`src/rtl/pipe_adder_pkg.sv`:
```
// Shared defaults and stage-count helper for the segmented pipelined adder.
package pipe_adder_pkg;

    localparam int DEF_BIT_WIDTH = 32;
    localparam int DEF_SEG_WIDTH = 8;

    function automatic int num_seg(input int bit_width, input int seg_width);
        return bit_width / seg_width;
    endfunction

endpackage

```
`src/rtl/full_adder.sv`:
```
// One-bit full adder cell.
module full_adder (
    input  logic a,
    input  logic b,
    input  logic cin,
    output logic sum,
    output logic cout
);

    assign sum  = a ^ b ^ cin;
    assign cout = (a & b) | (cin & (a ^ b));

endmodule

```
`src/rtl/seg_adder.sv`:
```
// Combinational ripple adder for one pipeline segment, built from full_adder cells.
module seg_adder #(
    parameter int WIDTH = 8
) (
    input  logic [WIDTH-1:0] a,
    input  logic [WIDTH-1:0] b,
    input  logic             cin,
    output logic [WIDTH-1:0] sum,
    output logic             cout
);

    logic [WIDTH:0] carry;

    assign carry[0] = cin;

    for (genvar i = 0; i < WIDTH; i++) begin : g_bit
        full_adder u_fa (
            .a    (a[i]),
            .b    (b[i]),
            .cin  (carry[i]),
            .sum  (sum[i]),
            .cout (carry[i+1])
        );
    end

    assign cout = carry[WIDTH];

endmodule

```
`src/rtl/pipe_adder_nbit.sv`:
```
// Segmented pipelined adder/subtractor with global-stall valid/ready flow control.
// Define PIPE_ADDER_OVF_EN to add the registered signed-overflow output ovf.
module pipe_adder_nbit
    import pipe_adder_pkg::*;
#(
    parameter int BIT_WIDTH = DEF_BIT_WIDTH,
    parameter int SEG_WIDTH = DEF_SEG_WIDTH
) (
    input  logic                 clk,
    input  logic                 rst,
    input  logic                 in_valid,
    output logic                 in_ready,
    input  logic [BIT_WIDTH-1:0] a,
    input  logic [BIT_WIDTH-1:0] b,
    input  logic                 sub,
    input  logic                 cin,
    output logic                 out_valid,
    input  logic                 out_ready,
    output logic [BIT_WIDTH-1:0] sum,
    output logic                 cout
`ifdef PIPE_ADDER_OVF_EN
    ,
    output logic                 ovf
`endif
);

    localparam int NUM_SEG = num_seg(BIT_WIDTH, SEG_WIDTH);
    localparam int S       = SEG_WIDTH;

    logic                 advance;
    logic [BIT_WIDTH-1:0] b_eff;
    logic                 c_eff;

    assign advance  = !out_valid || out_ready;
    assign in_ready = advance;
    assign b_eff    = sub ? ~b : b;
    assign c_eff    = sub | cin;

    // Stage k adds segment k; operand regs shrink and sum regs grow per stage.
    for (genvar k = 0; k < NUM_SEG; k++) begin : g_stage
        logic [S-1:0]       seg_a;
        logic [S-1:0]       seg_b;
        logic [S-1:0]       seg_s;
        logic               seg_ci;
        logic               seg_co;
        logic               v_in;
        logic               v_d;
        logic               v_q;
        logic               c_d;
        logic               c_q;
        logic [(k+1)*S-1:0] s_d;
        logic [(k+1)*S-1:0] s_q;

        if (k == 0) begin : g_src
            assign seg_a  = a[S-1:0];
            assign seg_b  = b_eff[S-1:0];
            assign seg_ci = c_eff;
            assign v_in   = in_valid;
            always_comb s_d = seg_s;
        end else begin : g_src
            assign seg_a  = g_stage[k-1].g_op.a_q[k*S +: S];
            assign seg_b  = g_stage[k-1].g_op.b_q[k*S +: S];
            assign seg_ci = g_stage[k-1].c_q;
            assign v_in   = g_stage[k-1].v_q;
            always_comb s_d = {seg_s, g_stage[k-1].s_q};
        end

        seg_adder #(
            .WIDTH (S)
        ) u_seg (
            .a    (seg_a),
            .b    (seg_b),
            .cin  (seg_ci),
            .sum  (seg_s),
            .cout (seg_co)
        );

        always_comb begin
            v_d = v_in;
            c_d = seg_co;
        end

        always_ff @(posedge clk) begin
            if (rst) begin
                v_q <= 1'b0;
                c_q <= 1'b0;
                s_q <= '0;
            end else if (advance) begin
                v_q <= v_d;
                c_q <= c_d;
                s_q <= s_d;
            end
        end

        if (k < NUM_SEG - 1) begin : g_op
            logic [BIT_WIDTH-1:(k+1)*S] a_d;
            logic [BIT_WIDTH-1:(k+1)*S] a_q;
            logic [BIT_WIDTH-1:(k+1)*S] b_d;
            logic [BIT_WIDTH-1:(k+1)*S] b_q;

            if (k == 0) begin : g_in
                assign a_d = a[BIT_WIDTH-1:S];
                assign b_d = b_eff[BIT_WIDTH-1:S];
            end else begin : g_in
                assign a_d = g_stage[k-1].g_op.a_q[BIT_WIDTH-1:(k+1)*S];
                assign b_d = g_stage[k-1].g_op.b_q[BIT_WIDTH-1:(k+1)*S];
            end

            always_ff @(posedge clk) begin
                if (advance) begin
                    a_q <= a_d;
                    b_q <= b_d;
                end
            end
        end else begin : g_out
            assign sum       = s_q;
            assign cout      = c_q;
            assign out_valid = v_q;
`ifdef PIPE_ADDER_OVF_EN
            logic ovf_d;
            logic ovf_q;

            // a^b^s at the MSB recovers the carry into the MSB
            always_comb ovf_d = seg_a[S-1] ^ seg_b[S-1] ^ seg_s[S-1] ^ seg_co;

            always_ff @(posedge clk) begin
                if (rst) begin
                    ovf_q <= 1'b0;
                end else if (advance) begin
                    ovf_q <= ovf_d;
                end
            end

            assign ovf = ovf_q;
`endif
        end
    end

endmodule

```
`config.mk`:
```
export PLATFORM = sky130hd
export DESIGN_NAME = pipe_adder_nbit
export DESIGN_NICKNAME = d
export VERILOG_FILES = /design/src/rtl/pipe_adder_pkg.sv /design/src/rtl/full_adder.sv /design/src/rtl/seg_adder.sv /design/src/rtl/pipe_adder_nbit.sv
export SDC_FILE = /design/constraint.sdc
export NUM_CORES = 1
export LEC_CHECK = 0
export CAP_MARGIN = 20
export CORE_MARGIN = 2
export CORE_UTILIZATION = 40
export DETAILED_ROUTE_END_ITERATION = 8
export PLACE_DENSITY = 0.57
export SLEW_MARGIN = 20
export SYNTH_ARGS = -nofsm -noshare
export SYNTH_HDL_FRONTEND = slang
export SYNTH_SLANG_ARGS = --single-unit
```
`constraint.sdc`:
```
create_clock -name clk -period 11.3 [get_ports clk]
set_input_delay 2.26 -clock clk [delete_from_list [all_inputs] [get_ports clk]]
set_output_delay 2.26 -clock clk [all_outputs]
set_load 0.03 [all_outputs]
```
==> out/qor.yml <==
tns_ps: 0
cts_tree: "yes"
antenna_found_initial: 0
synth-seq-area-share: 0.613
rows: 50
synthFlopType: "edfxtp_1"
hold_path_class: "flip-flop to flip-flop"
max-vdd-ir-drop_uv: 111
syn-instance-count: 524
path_cells: "buf_2, buf_4, nor2b_4, inv_4, clkdlybuf4s50_1"
start_kind: "primary input"
ys_ff_latch: 184
place_hpwl_um: 7600
cp.arrival_ps: 4180
drc: 0
grt.total_usage: 0.136
cts_hold_buf: 0
netlist_area_sq_um: 7570
hold_violations: 0
area_growth_pct: 23.1
tightest_slew_ps: 1010
synthArstFlopShare: 0
cts_sinks: 184
crit_family: "buffers and inverters"
synth_edf_count: 96
syn_nets: 626
min_path_cells: 0
placed_cells: 831
crit_required_ps: 9040
synth_cell_types: 25
final_max_slew_viol_count: 0
grt-ovfl-total: 0
antenna_cells: 0
clock.fmax_ghz: 0.155
met2_length_um: 6320
firstDrtPassIters: 4
die_w_um: 142
setup_viol: 0
drt-total-wl_um: 12700
slew_headroom: 0.327
reg2reg_depth: 12
grt_pass1_wl_um: 21300
postCtsSetupBuffers: 0
nets: 718
post_drt_wl_per_cell_um: 14.7
cp_num_buf_inv: 4
path_class: "primary input to output port"
max-clock-path-buffers: 2
regToRegSetupSlack_ps: 7070
routed.top_layer: "met4"
start_util: 0.406
power.leakage_nw: 3.34
insertion_delay_ps: 420
min_from: "g_stage[1].g_op.b_q[30]"
viasPerCell: 4.72
dr_wl_met3_um: 599
max_stage_delay_ps: 790
timing.hold.ws_ps: 419
reg2reg_from: "g_stage[2].g_op.a_q[24]"
ant_nets: 0
grt_max_degree: 121
outcome: "completed"
synthTopCellsByArea: "edfxtp_1, dfxtp_1, fa_1, nand2b_1, mux2i_1"
yosysWarnings: 0
skew_ps: 9.40
drt_iter0_drc: 179
grt_pass1_vias: 4220
gp_routability_congestion: 0.713
r2r-end: "sum[31]"
crit_path_end_kind: "output port"
final_cells: 863
path_clk_slew_ps: 70
synth_top_area_share: 0.381
core_sq_um: 18600
holdPathEnd: "g_stage[2].g_op.b_q[30]"
period_needed_ps: 6440
worstPathMaxFanout: 50
grt_setup_unrepaired: "no"
cts_resized: 0
fp.dieH_um: 142
fin_crit_sh: 0.570
drv_cap: 0
layout-drive-gt1-share: 0.0922
htreeDepth: 4
synth_area_leader_cell: "edfxtp_1"
dieArea_sq_um: 20000
cpMaxStageDelayCell: "clkdlybuf4s50_1"
ios: 105
drt-met1-wl_um: 5600
vias: 4070
cts-root-buf: "clkbuf_16"
cts_buffers: 17
syn_avg_cell_area_sq_um: 14.4
power_density_nw_per_um2: 168
port_buffers: 104
per-layer routing:
metal / vias to the layer above / track usage
li1: 2001 / -
met1: 1984 / 0.172
met2: 73 / 0.221
met3: 12 / 0.0418
met4: 0 / 0.0484
met5: - / 0
power breakdown:
| group | internal [mW] | switching (mW) |
|---|---|---|
| combinational | 0.0978 | 0.0979 |
| sequential | 0.775 | 0.0264 |
| clock | 0.310 | 0.263 |
| total | 1.18 | 0.387 |
cell usage after synthesis (2+ instances only):
| library cell | number |
|---|---|
| dfxtp_1 | 88 |
| or4bb_1 | 4 |
| nor3b_1 | 9 |
| edfxtp_1 | 96 |
| inv_1 | 30 |
| buf_4 | 7 |
| nor3b_2 | 7 |
| nand2b_1 | 71 |
| a211oi_1 | 6 |
| clkbuf_2 | 3 |
| clkbuf_1 | 15 |
| mux2i_1 | 39 |
| xor2_1 | 25 |
| o21ai_0 | 24 |
| a211oi_2 | 10 |
| nand4bb_1 | 28 |
| buf_6 | 2 |
| o21ai_1 | 8 |
| fa_1 | 32 |
| xnor2_1 | 7 |
| buf_2 | 9 |
state kept, by name, summed over array words and instances, names as in the netlist:
signal            count
g_stage.g_op.a_q     48
g_stage.g_op.b_q     48
g_stage.s_q          48
sum                  32
g_stage.c_q           3
g_stage.v_q           3
cout                  1
out_valid             1
cell families after synthesis:
kind of cell,count (synthesis),share of synthesized area
AND/OR/NAND/NOR,121,0.128
XOR/XNOR,32,0.0370
AO/OA/AOI/OAI,49,0.0443
buffers and inverters,67,0.0410
multiplexers,39,0.0516
adder cells (fa/ha/maj),32,0.0846
flip-flops,184,0.613
per-stage QoR:
step | power, mW | setup WS, ps | util | instance area (sq um)
after floorplan | 0.935 | 5160 | - | 7570
after global placement | 1.01 | 4730 | 0.469 | 8750
after detailed placement | 1.02 | 4670 | 0.469 | 8750
after CTS | 1.60 | 4800 | 0.500 | 9320
after global routing | 1.65 | 4710 | 0.500 | 9320
final | 1.57 | 4860 | 0.500 | 9320
worst register-to-register path, delay by kind of cell (launching register included):
family	cells	cell delay, ps
DFF	1	380
AOI/OAI and AO/OA	1	210
buffers and inverters	3	240
adders and majority gates	8	3300
how the worst max path moves through the flow:
| stage | from | end | cells after the start |
|---|---|---|---|
| 6_report | out_ready | in_ready | 5 |
| 5_1_grt | out_ready | in_ready | 5 |
| 4_1_cts | out_ready | in_ready | 5 |
| 3_5_place_dp | sub | g_stage[0].s_q[7] | 14 |
| 3_3_place_gp | sub | g_stage[0].s_q[7] | 14 |
| 2_1_floorplan | sub | g_stage[0].s_q[7] | 14 |
cell type report:
class	count	area [sq um]
Timing Repair Buffer	109	1070
Tap cell	234	293
Clock buffer	19	433
Clock inverter	13	139
Sequential cell	184	4650
Multi-Input combinational cell	273	2620
Inverter	31	119
Fill cell	1607	9320
cell usage in the layout (no fill, tap or decap):
cell type	netlist	routed
a211oi_1	6	6
a211oi_2	10	10
a21oi_1	1	1
buf_2	9	2
buf_4	7	6
bufinv_16	0	1
clkbuf_1	15	2
clkbuf_16	0	17
clkdlybuf4s50_1	0	101
clkinv_4	0	3
clkinv_8	0	1
clkinvlp_4	0	3
dfxtp_1	88	87
dfxtp_2	0	1
edfxtp_1	96	96
fa_1	32	32
inv_1	30	30
inv_4	1	1
inv_6	0	5
mux2i_1	39	39
nand2b_1	71	71
nand4bb_1	28	28
nor2_1	1	1
nor2b_4	0	1
nor3b_1	9	9
nor3b_2	7	7
o21ai_0	24	24
o21ai_1	8	8
or4bb_1	4	4
xnor2_1	7	7
xor2_1	25	25
(Power assumes the default switching activity.)
